**config.mk**
```make
export PLATFORM = sky130hd
export DESIGN_NAME = unidade_mostra_sequencia
export DESIGN_NICKNAME = d
export VERILOG_FILES = /design/src/rtl/mostra_pkg.sv /design/src/rtl/contador_tempo.sv /design/src/rtl/unidade_mostra_sequencia.sv
export SDC_FILE = /design/constraint.sdc
export NUM_CORES = 1
export LEC_CHECK = 0
export BUFFER_PORTS_ARGS = -buffer_cell sky130_fd_sc_hd__buf_2
export CORE_ASPECT_RATIO = 1.5
export CORE_MARGIN = 4
export CORE_UTILIZATION = 47
export CTS_CLUSTER_DIAMETER = 150
export DETAILED_ROUTE_END_ITERATION = 10
export GPL_TIMING_DRIVEN = 0
export PLACE_DENSITY = 0.69
export SETUP_SLACK_MARGIN = 0.5
export SLEW_MARGIN = 20
export SYNTH_ARGS = -nofsm -noshare
export SYNTH_HDL_FRONTEND = slang
export SYNTH_SLANG_ARGS = --single-unit
```
**constraint.sdc**
```tcl
create_clock -name clock -period 4.7 [get_ports clock]
set_input_delay 0.47 -clock clock [delete_from_list [all_inputs] [get_ports clock]]
set_output_delay 0.47 -clock clock [all_outputs]
set_load 0.01 [all_outputs]
```
**src/rtl/mostra_pkg.sv**
```systemverilog
// ----------------------------------------------------------------------------
// mostra_pkg: state encoding and debug codes shared by the sequence display.
// Rev 1.0
// ----------------------------------------------------------------------------
`default_nettype none

package mostra_pkg;

    typedef enum logic [2:0] {
        OCIOSO  = 3'd0,
        CARREGA = 3'd1,
        ACENDE  = 3'd2,
        APAGA   = 3'd3,
        PROXIMO = 3'd4,
        FIM     = 3'd5
    } estado_t;

    localparam logic [3:0] DB_ERRO = 4'd9;

endpackage

`default_nettype wire

```
**src/rtl/contador_tempo.sv**
```systemverilog
// ----------------------------------------------------------------------------
// contador_tempo: up-counter with synchronous clear and terminal-count flag.
// Rev 1.0
// ----------------------------------------------------------------------------
`default_nettype none

module contador_tempo #(
    parameter int LARGURA = 4
) (
    input  logic               clock,
    input  logic               reset,
    input  logic               zera,
    input  logic               conta,
    input  logic [LARGURA-1:0] limite,
    output logic               fim
);

    logic [LARGURA-1:0] valor;

    always_ff @(posedge clock or negedge reset) begin
        if (!reset) begin
            valor <= '0;
        end else if (zera) begin
            valor <= '0;
        end else if (conta) begin
            valor <= valor + LARGURA'(1);
        end
    end

    assign fim = (valor == limite);

endmodule

`default_nettype wire

```
**src/rtl/unidade_mostra_sequencia.sv**
```systemverilog
// ----------------------------------------------------------------------------
// unidade_mostra_sequencia: plays the stored sequence onto the LEDs.
// MOSTRA_INTERVALO_EN adds a dark gap after each element. Rev 1.0
// ----------------------------------------------------------------------------
`default_nettype none

module unidade_mostra_sequencia
    import mostra_pkg::*;
#(
    parameter int T_ACESO   = 50000000,
    parameter int T_APAGADO = 25000000,
    parameter int ADDR_W    = 4
) (
    input  logic              clock,
    input  logic              reset,
    input  logic              iniciar_mostra,
    input  logic              cancela,
    input  logic [ADDR_W-1:0] limite,
    input  logic [3:0]        dado_memoria,
    output logic [ADDR_W-1:0] endereco,
    output logic [3:0]        leds,
    output logic              mostrando,
    output logic              pronto_mostra,
    output logic [3:0]        db_estado
);

    localparam int T_MAX = (T_ACESO > T_APAGADO) ? T_ACESO : T_APAGADO;
    localparam int TW    = ($clog2(T_MAX) < 1) ? 1 : $clog2(T_MAX);
    localparam logic [TW-1:0] CMP_ACESO = TW'(T_ACESO - 1);
`ifdef MOSTRA_INTERVALO_EN
    localparam logic [TW-1:0] CMP_APAGADO = TW'(T_APAGADO - 1);
`endif

    estado_t           estado;
    estado_t           proximo;
    logic [ADDR_W-1:0] lim_r;
    logic [TW-1:0]     cmp;
    logic              zera;
    logic              conta;
    logic              fim_tempo;
    logic              abortar;
    logic              ultimo;

    assign abortar = cancela && (estado != OCIOSO);
    assign ultimo  = (endereco == lim_r);

    contador_tempo #(
        .LARGURA(TW)
    ) u_tempo (
        .clock (clock),
        .reset (reset),
        .zera  (zera),
        .conta (conta),
        .limite(cmp),
        .fim   (fim_tempo)
    );

    always_ff @(posedge clock or negedge reset) begin
        if (!reset) begin
            estado <= OCIOSO;
        end else begin
            estado <= proximo;
        end
    end

    always_comb begin
        proximo = estado;
        conta   = 1'b0;
        zera    = 1'b1;
        cmp     = CMP_ACESO;
        case (estado)
            OCIOSO:  if (iniciar_mostra) proximo = CARREGA;
            CARREGA: proximo = ACENDE;
            ACENDE: begin
                conta = 1'b1;
                zera  = 1'b0;
                if (fim_tempo) begin
                    zera = 1'b1;
`ifdef MOSTRA_INTERVALO_EN
                    proximo = APAGA;
`else
                    proximo = ultimo ? FIM : PROXIMO;
`endif
                end
            end
`ifdef MOSTRA_INTERVALO_EN
            APAGA: begin
                conta = 1'b1;
                zera  = 1'b0;
                cmp   = CMP_APAGADO;
                if (fim_tempo) begin
                    zera    = 1'b1;
                    proximo = ultimo ? FIM : PROXIMO;
                end
            end
`endif
            PROXIMO: proximo = CARREGA;
            FIM:     proximo = OCIOSO;
            default: proximo = OCIOSO;
        endcase
        // Abort wins over any transition the state itself would take.
        if (abortar) begin
            proximo = OCIOSO;
            zera    = 1'b1;
        end
    end

    always_ff @(posedge clock or negedge reset) begin
        if (!reset) begin
            endereco <= '0;
            leds     <= '0;
            lim_r    <= '0;
        end else if (abortar) begin
            endereco <= '0;
            leds     <= '0;
        end else begin
            case (estado)
                OCIOSO: begin
                    endereco <= '0;
                    leds     <= '0;
                    if (iniciar_mostra) lim_r <= limite;
                end
                CARREGA: leds <= dado_memoria;
                // Expiry goes dark whether or not a gap state follows.
                ACENDE:  if (fim_tempo) leds <= '0;
                PROXIMO: endereco <= endereco + ADDR_W'(1);
                FIM: begin
                    endereco <= '0;
                    leds     <= '0;
                end
                default: ;
            endcase
        end
    end

    assign mostrando     = (estado != OCIOSO);
    assign pronto_mostra = (estado == FIM);

    always_comb begin
        db_estado = DB_ERRO;
        case (estado)
            OCIOSO:  db_estado = 4'd0;
            CARREGA: db_estado = 4'd1;
            ACENDE:  db_estado = 4'd2;
`ifdef MOSTRA_INTERVALO_EN
            APAGA:   db_estado = 4'd3;
`endif
            PROXIMO: db_estado = 4'd4;
            FIM:     db_estado = 4'd5;
            default: db_estado = DB_ERRO;
        endcase
    end

endmodule

`default_nettype wire

```
== Yosys cells after proc, flatten, opt, wreduce, memory -nomap -nowiden ==
Index checks and enable logic that the tools add are counted.

* Register bits: 41
* Bits in latches: 0
* Bits in writable memories: 0
* Memory bits (read-only): 0
* Input bits: 12
* Output and inout port bits: 14
* Memories kept: 0

* $add $sub $neg: 2
* $mul: 0
* Divide/modulo/power cells: 0
* Order comparisons: 0
* Equality and inequality tests: 8
* Shift operators: 0
* Muxes and demuxes: 17
* Bitwise gates (word level): 1
* Reductions and logical operators: 10

{| class="wikitable"
|+ Operators by type and width
! kind !! count
|-
| 2-to-1 mux 26 bit || 2
|-
| adder 26 x 1 -> 26 bit (second input constant) || 1
|-
| equality test 26 bit (second input constant) || 1
|-
| case mux 4 bit (5 select lines) || 1
|-
| 2-to-1 mux 4 bit || 3
|-
| case mux 3 bit (4 select lines) || 1
|-
| case mux 4 bit (3 select lines) || 1
|-
| 2-to-1 mux 3 bit || 3
|-
| case mux 4 bit (2 select lines) || 1
|-
| equality test 3 bit (second input constant) || 2
|-
| != test 3 bit (second input constant) || 2
|-
| nonzero test 3 bit || 2
|-
| 2-to-1 mux 1 bit || 5
|-
| adder 4 x 1 -> 4 bit (second input constant) || 1
|-
| equality test 4 bit || 1
|-
| AND reduction 2 bit || 2
|-
| nonzero test 4 bit || 1
|-
| equality test 3 x 1 -> 1 bit (second input constant) || 1
|-
| equality test 3 x 2 -> 1 bit (second input constant) || 1
|-
| logical NOT 3 bit || 1
|-
| AND reduction 3 bit || 1
|-
| nonzero test 2 bit || 1
|-
| OR reduction 2 bit || 1
|-
| logical AND 1 bit || 1
|-
| NOT 1 bit || 1
|}

== Logic depth before layout (Yosys ltp) ==
Gate-level depths: netlist of the first run.

* Depth after elaboration: 5
* Mapped depth: 6
* Gate-level depth less buffers: 5

== Cells and area by module ==
Synthesis of the first run repeated with hierarchy kept, for this count alone.

* Cells, all modules: 262
* Area total of the unflattened synthesis: 2472.4 um^2

{| class="wikitable"
|+ By module, submodules not included
! module !! instances !! cells each !! area each (um^2) !! seq. area each (um^2)
|-
| contador_tempo || 1 || 176 || 1644.1 || 650.6
|-
| unidade_mostra_sequencia || 1 || 86 || 828.3 || 375.4
|}

== Worst setup path after synthesis of the first run ==
No wires, ideal clock.

* Path type: register to register
* Start point: register u_tempo.valor[0]
* End point: register u_tempo.valor[25]
* Arrival time: 1.642 ns
* Required time: 4.581 ns
* Path slack: 2.939 ns
* Stages on the path, launching flop included: 7
* Buffers on the path: 1
* Cells stage by stage: dfrtp_1 > ha_1 > and4_1 > nand4_1 > o21bai_1 > clkbuf_1 > o21ba_1

* Cells in the longest elaborated chain, start to end: 5
* Elaborated cells between the ends (all ways): 8

{| class="wikitable"
|+ Ends and longest elaborated chain
! element !! line !! RTL
|-
| start: declaration || contador_tempo.sv:18 || <nowiki>logic [LARGURA-1:0] valor;</nowiki>
|-
| start signal: assignment || contador_tempo.sv:26 || <nowiki>valor <= valor + LARGURA'(1);</nowiki>
|-
| branches (longest 5 deep; another with adder 26 x 1 -> 26 bit) || -- ||
|}

Several ways; the timed one is not identified. The select of a mux whose other input is x is not followed.
A chain may end at the register's enable or synchronous reset.

== Worst setup path in the final report of the first run ==
Same ends and word-level chain as after synthesis.

==> results of run 1 <==
==> worst paths after layout <==
path	from	endpoint	slack (ns)
setup / recovery	u_tempo.valor[0]$_DFFE_PN0P_	u_tempo.valor[25]$_DFFE_PN0P_	2.57
hold / removal	reset	endereco[2]$_DFFE_PN0P_	0.31
setup reg to reg	u_tempo.valor[0]$_DFFE_PN0P_	u_tempo.valor[25]$_DFFE_PN0P_	2.57
hold reg to reg	lim_r[3]$_DFFE_PN0P_	lim_r[3]$_DFFE_PN0P_	0.53
max in group asynchronous	reset	endereco[0]$_DFFE_PN0P_	3.82
min in group clock	dado_memoria[3]	leds[3]$_DFFE_PN0P_	0.40
==> flip-flops by register name (all words and copies together), names as in the netlist <==
name	cells
estado	3
endereco	4
leds	4
lim_r	4
u_tempo.valor	26
==> cell type report <==
type | count | share of cell area
clock inverter | 1 | 0.0122
tap | 48 | 0.0244
buffer | 11 | 0.0173
sequential | 41 | 0.417
timing repair buffer | 24 | 0.0488
multi-input combinational | 167 | 0.430
clock buffer | 7 | 0.0351
inverter | 10 | 0.0153
==> per-stage QoR <==
stage               setup slack [ns]  power, mW
finish                          2.57      0.883
global route                    2.35      0.929
CTS                             2.54      0.893
detailed placement              2.55      0.599
global placement                2.54      0.594
floorplan                       2.94      0.539
==> cell families (layout without fill, tap and decap cells) <==
family / count (synthesis) / after routing / share of synthesized area
simple gates: 101 / 101 / 0.256
flops: 41 / 41 / 0.474
buf+inv: 21 / 53 / 0.0370
xor+xnor: 18 / 18 / 0.0729
compound gates: 40 / 40 / 0.119
mux: 6 / 6 / 0.0301
fa+ha+maj: 2 / 2 / 0.0116
==> worst max-delay path, cell delays in order, from the launching register on <==
cell      delay (ns)
dfrtp_1         0.45
ha_1            0.27
and4_1          0.32
nand4_1         0.16
o21bai_1        0.23
clkbuf_1        0.39
o21ba_1         0.21
==> power groups by stage <==
stage	Clock, mW	Sequential (mW)	Combinational, mW
6_report	0.293	0.404	0.186
5_1_grt	0.313	0.408	0.209
4_1_cts	0.301	0.404	0.188
2_1_floorplan	0	0.410	0.129
3_3_place_gp	0	0.409	0.185
3_5_place_dp	0	0.412	0.187
==> per-layer routing <==
layer / routed length (um) / up-vias / GRT usage
met2: 2520 / 31 / 0.329
met1: 1860 / 859 / 0.186
met3: 126 / 6 / 0.0297
met4: 68 / 0 / 0.0595
met5: 0 / - / 0
li1: - / 880 / -
==> synthesized netlist by cell type (3+ instances only) <==
library cell	instances	area, um2
dfrtp_1	41	1030
nor2_1	29	109
xnor2_1	15	131
nand2_1	14	52.6
o21ai_0	12	60.1
nand3_1	11	55.1
a21oi_1	10	50.1
clkbuf_1	10	37.5
inv_1	10	37.5
nor3_1	7	35.0
nand4_1	6	37.5
nor4_1	6	37.5
and3_1	5	31.3
o31ai_1	5	37.5
or3_1	5	31.3
a32oi_1	4	35.0
mux2_2	4	45.0
or4_1	3	22.5
xor2_1	3	26.3
==> qor.txt, run 1 <==
Sequential power share - 0.457
Number of antenna-violating nets in the routed design - 0
P_sw - 247 uW
Vias per std cell - 5.75
RSZ-0062 raised after global routing - no
Die Y - 91.1 um
Synth warnings - 0
Worst R2R Path Depth - 6
Area taken by multi-input logic gates - 1060 um2
Vias in the first global route - 1772
Fin nets - 274
Skew final - 0.0112 ns
Root Driver - clkbuf_8
Fin crit share - 0.453
# rows - 30
Share of layout cells above drive strength 1 - 0.153
Post-synthesis cell count - 229
CORE AREA - 4500 um2
Clock Latency Late Sink - 0.30 ns
Reg area - 1030 um2
First-pass GRT wire length - 7990 um
Setup TNS - 0 ns
Tmin final - 2.13 ns
Gr usage total - 0.173
Initial antenna violation count - 0
Max clock buf depth - 2
Critical Path AT - 2.32 ns
P_leak - 1.05 nW
Int Pwr - 636 uW
CTS tree - yes
Clock power frac - 0.332
TritonRoute pass-1 iters - 4
Worst-path fanout max - 10
#FFs+latches synth - 41
Commonest non-fill, non-tap cell in the layout - dfrtp_1
Crit path kind - reg2reg
Clk sinks - 41
Pwr Density - 359 nW/um2
Worst hold margin - 0.307 ns
Cts bufs inserted - 5
Share of synthesized registers carrying an async set or reset - 1.00
Sequential share of the synthesized area - 0.474
Net Count, Synth - 243
Design area - 2460 um2
Resize count post-CTS - 0
Commonest non-fill, non-tap cells in the layout - dfrtp_1 (41), nor2_1 (29), buf_2 (25)
Peak VDD IR - 217 uV
Ant. Diodes - 0
Worst Max-Slew Pin Slew - 0.914 ns
Max cap viols - 0
Post-synth EDFFs - 0
DP Cell Count - 301
Top FF cell, synth - dfrtp_1
Finished Core Util - 0.546
Synth Area per Inst - 9.45 um2
Rel. slew slack - 0.391
Library cells used by synthesis - 39
Setup bufs post-CTS - 0
Die Span X - 63.4 um
Via count - 1776
Hold_buf cts - 0
Gpl congestion - 0.765
Filler Cell Count - 421
Status - finished, final reports clean
WL/cell - 14.8 um
Clk pin slew, worst setup/hold paths - 0.08 ns
Final-report max-slew violation count - 0
H-tree depth - 2
IO Count - 26
Area delta synth->final - 13.7%
DRC viols - 0
Switching Share - 0.280
F_max - 469 MHz
Grt total ovfl - 0
Crit. End Element - register
Input/output buffers - 24
Cell Count, Final, Fillers Out - 309
Final Hold Fails - 0
Endpoints failing setup - 0
Die area - 5770 um2
Power share of the combinational group - 0.211
DRT iter0 DRCs - 136
Crit path launch type - register
DRT Wirelength - 4580 um
Initial cell density of the core - 0.480
Worst min path class - in2async
Cell area after synthesis - 2160 um2
Hpwl dp - 3300 um
Largest net degree at the start of global routing - 42
Post-DP Area - 2340 um2
Required @ worst endpoint - 4.88 ns
(Power assumes the default switching activity.)
==> run 2, diff against run 1 <==
Settings changed: ABC_AREA set to 1, PLACE_DENSITY 0.69 to 0.71.
Clock period 4.7 ns to 1.9 ns, I/O delays scaled along.
==> run 2 against run 1 <==
Net effect: synthesized cell count rose by 44%; die area up 8.9%; sequential share of layout area is 10 points lower; clock skew decreased by 0.0018 ns; critical path depth fell by 1; global-route usage increased by 3.9 points; largest cell class unchanged.
==> qor.txt, run 2 <==
Reg area - 1030 um2 (about the same)
Critical Path AT - 1.33 ns (was 2.32 ns)
Worst R2R Path Depth - 7 (was 6)
Sequential share of the synthesized area - 0.431 (was 0.474)
Fin nets - 405 (was 274)
Status - finished, final reports clean (unchanged)
CP endpoint - mostrando (was u_tempo.valor[25]$_DFFE_PN0P_)
P_leak - 1.47 nW (was 1.05 nW)
H-tree depth - 2 (unchanged)
Crit. End Element - primary output (was register)
R2R Setup Slk - 0.39 ns (was 2.57 ns)
Max clock buf depth - 2 (unchanged)
Top reg by flops - u_tempo.valor (unchanged)
Die Y - 95.1 um (was 91.1 um)
First-pass GRT wire length - 10100 um (was 7990 um)
Post-synth top area share - 0.431 (was 0.474)
WL/cell - 13.8 um (was 14.8 um)
Overall Power - 2.96 mW (was 883 uW)
Worst min path class - in2async (unchanged)
Vias in the first global route - 2248 (was 1772)
Count leader, synth - nand2_1 (was dfrtp_1)
Pwr Density - 898 nW/um2 (was 359 nW/um2)
Max FFs per register - 26 (unchanged)
Post-synth EDFFs - 0 (unchanged)
Gr usage total - 0.211 (was 0.173)
Ant. Diodes - 0 (unchanged)
Worst r2r src - estado[2]$_DFFE_PN0P_ (was u_tempo.valor[0]$_DFFE_PN0P_)
DP Cell Count - 420 (was 301)
Setup crit start - estado[2]$_DFFE_PN0P_ (was u_tempo.valor[0]$_DFFE_PN0P_)
Cell Count, Final, Fillers Out - 458 (was 309)
TritonRoute pass-1 iters - 4 (unchanged)
Synth warnings - 0 (unchanged)
Area delta synth->final - 38.8% (was 13.7%)
Fin crit share - 0.801
Area taken by multi-input logic gates - 1450 um2 (was 1060 um2)
Initial cell density of the core - 0.491 (was 0.480)
Filler Cell Count - 393 (was 421)
Rel. slew slack - 0.399 (was 0.391)
Endpoints failing setup - 0 (unchanged)
Post-synthesis cell count - 329 (was 229)
Tmin final - 1.52 ns
Clock Latency Late Sink - 0.30 ns (about the same)
Max cap viols - 0 (unchanged)
Finished Core Util - 0.681 (was 0.546)
Gpl congestion - 0.948 (was 0.765)
DRT iter0 DRCs - 104 (was 136)
Commonest non-fill, non-tap cell in the layout - nand2_1 (was dfrtp_1)
Crit path kind - reg2out (was reg2reg)
Clk sinks - 41 (unchanged)
#FFs+latches synth - 41 (unchanged)
Peak VDD IR - 817 uV (was 217 uV)
Die area - 6290 um2 (was 5770 um2)
Root Driver - clkbuf_8 (unchanged)
Via count - 2317 (was 1776)
Worst hold margin - 0.00649 ns (was 0.307 ns)
Worst Max-Slew Pin Slew - 0.901 ns (was 0.914 ns)
Top FF cell, synth - dfrtp_1 (unchanged)
Share of synthesized registers carrying an async set or reset - 1.00 (unchanged)
Die Span X - 66.1 um (was 63.4 um)
Setup TNS - 0 ns (unchanged)
Grt total ovfl - 0 (unchanged)
Number of antenna-violating nets in the routed design - 0 (unchanged)
CTS tree - yes (unchanged)
Leading area contributor after synthesis - dfrtp_1 (unchanged)
Final-report max-slew violation count - 0 (unchanged)
Input/output buffers - 25 (was 24)
Vias per std cell - 5.06 (was 5.75)
Post-DP Area - 2600 um2 (was 2340 um2)
Reg2reg end - leds[1]$_DFFE_PN0P_ (was u_tempo.valor[25]$_DFFE_PN0P_)
Net Count, Synth - 343 (was 243)
DRT Wirelength - 6340 um (was 4580 um)
RSZ-0062 raised after global routing - yes (was no)
Commonest cells post-synth - nand2_1 (90), nor2_1 (87), dfrtp_1 (41) (was dfrtp_1 (41), nor2_1 (29), xnor2_1 (15))
Crit path launch type - register (unchanged)
Share of layout cells above drive strength 1 - 0.372 (was 0.153)
Design area - 3300 um2 (was 2460 um2)
Worst-path fanout max - 5 (was 10)
DRC viols - 0 (unchanged)
Final Hold Fails - 0 (unchanged)
Largest cells by area after synthesis - dfrtp_1 (43%), nand2_1 (14%), nor2_1 (14%), nand3_1 (6.5%), inv_1 (5.4%) (was dfrtp_1 (47%), xnor2_1 (6.1%), nor2_1 (5.0%), o21ai_0 (2.8%), nand3_1 (2.5%))
CORE AREA - 4850 um2 (was 4500 um2)
Skew final - 0.00939 ns (was 0.0112 ns)
F_max - 657 MHz
# rows - 31 (was 30)
Commonest non-fill, non-tap cells in the layout - nand2_1 (75), nor2_1 (61), dfrtp_1 (37) (was dfrtp_1 (41), nor2_1 (29), buf_2 (25))
Hold_buf cts - 0 (unchanged)
Final worst slack - 0.379 ns (was 2.57 ns)
DP Worst Slack - 0.328 ns (was 2.55 ns)
Cell area after synthesis - 2380 um2 (was 2160 um2)
Largest net degree at the start of global routing - 42 (unchanged)
Required @ worst endpoint - 1.71 ns (was 4.88 ns)
Hpwl dp - 4060 um (was 3300 um)
Initial antenna violation count - 0 (unchanged)
IO Count - 26 (unchanged)
Cts bufs inserted - 5 (unchanged)
Library cells used by synthesis - 25 (was 39)
Clk pin slew, worst setup/hold paths - 0.09 ns (was 0.08 ns)
Synth Area per Inst - 7.23 um2 (was 9.45 um2)
## run 2: cell count changes after synthesis, sizes merged, moves of 5 or more
cell,previous run,this run
a21oi,10,2
and3,5,0
clkbuf,10,2
inv,10,36
nand2,14,93
nand3,11,31
nand4,9,1
nor2,29,92
nor4,6,0
o21ai,12,1
or3,5,0
xnor2,15,8
## run 2: worst min-delay path by stage
stage / from / to / slack, ns / cells after the start
detailed placement: reset / u_tempo.valor[21]$_DFFE_PN0P_ / 0.38 / 1
finish: reset / u_tempo.valor[22]$_DFFE_PN0P_ / 0.006 / 1
global route: reset / u_tempo.valor[22]$_DFFE_PN0P_ / 0.08 / 1
CTS: reset / u_tempo.valor[22]$_DFFE_PN0P_ / 0.06 / 1
floorplan: reset / endereco[0]$_DFFE_PN0P_ / -0.11 / 0
global placement: reset / u_tempo.valor[21]$_DFFE_PN0P_ / 0.38 / 1
## run 2: worst max-delay path, stage by stage (launching register included)
cell	delay, ns
dfrtp_2	0.46
nor2_4	0.21
inv_4	0.06
nor2_4	0.12
inv_2	0.07
buf_6	0.12
## run 2: timing repair
| item | CTS | global route |
|---|---|---|
| endpoints found under the setup margin | 41 | 43 |
| pin swaps | 23 | 16 |
| resized for setup | 48 | 47 |
| gates cloned | 4 | 0 |
| endpoints found under the hold margin | 0 | 0 |
| setup buffers | 13 | 13 |
## run 2: final cells by class
type                       instances  area share
clock buffer                       6      0.0250
tap                               66      0.0250
sequential                        41       0.312
buffer                             3      0.0197
inverter                          36      0.0432
timing repair buffer              54       0.124
clock inverter                     2      0.0114
multi-input combinational        250       0.439
## run 2: logic make-up after synthesis
family                   Yosys count  share of synthesized area
AND/OR/NAND/NOR                  223                      0.398
multiplexers                       3                     0.0142
AO/OA/AOI/OAI                      6                     0.0158
buffers and inverters             39                     0.0747
adder cells (fa/ha/maj)            2                     0.0105
XOR/XNOR                          15                     0.0552
flip-flops                        41                      0.431
## run 2: routing by layer
layer  global-route usage  share of wire
met3               0.0307          0.038
met4                0.125          0.044
met2                0.386           0.54
met1                0.223           0.38
met5                    0              0
## run 2: power breakdown
| part | switching (mW) | internal (mW) | leakage, nW | total [mW] |
|---|---|---|---|---|
| registers | 0.0933 | 0.980 | 0.553 | 1.07 |
| clock network | 0.318 | 0.427 | 0.0574 | 0.745 |
| logic | 0.603 | 0.543 | 0.864 | 1.15 |
| total | 1.01 | 1.95 | 1.47 | 2.96 |
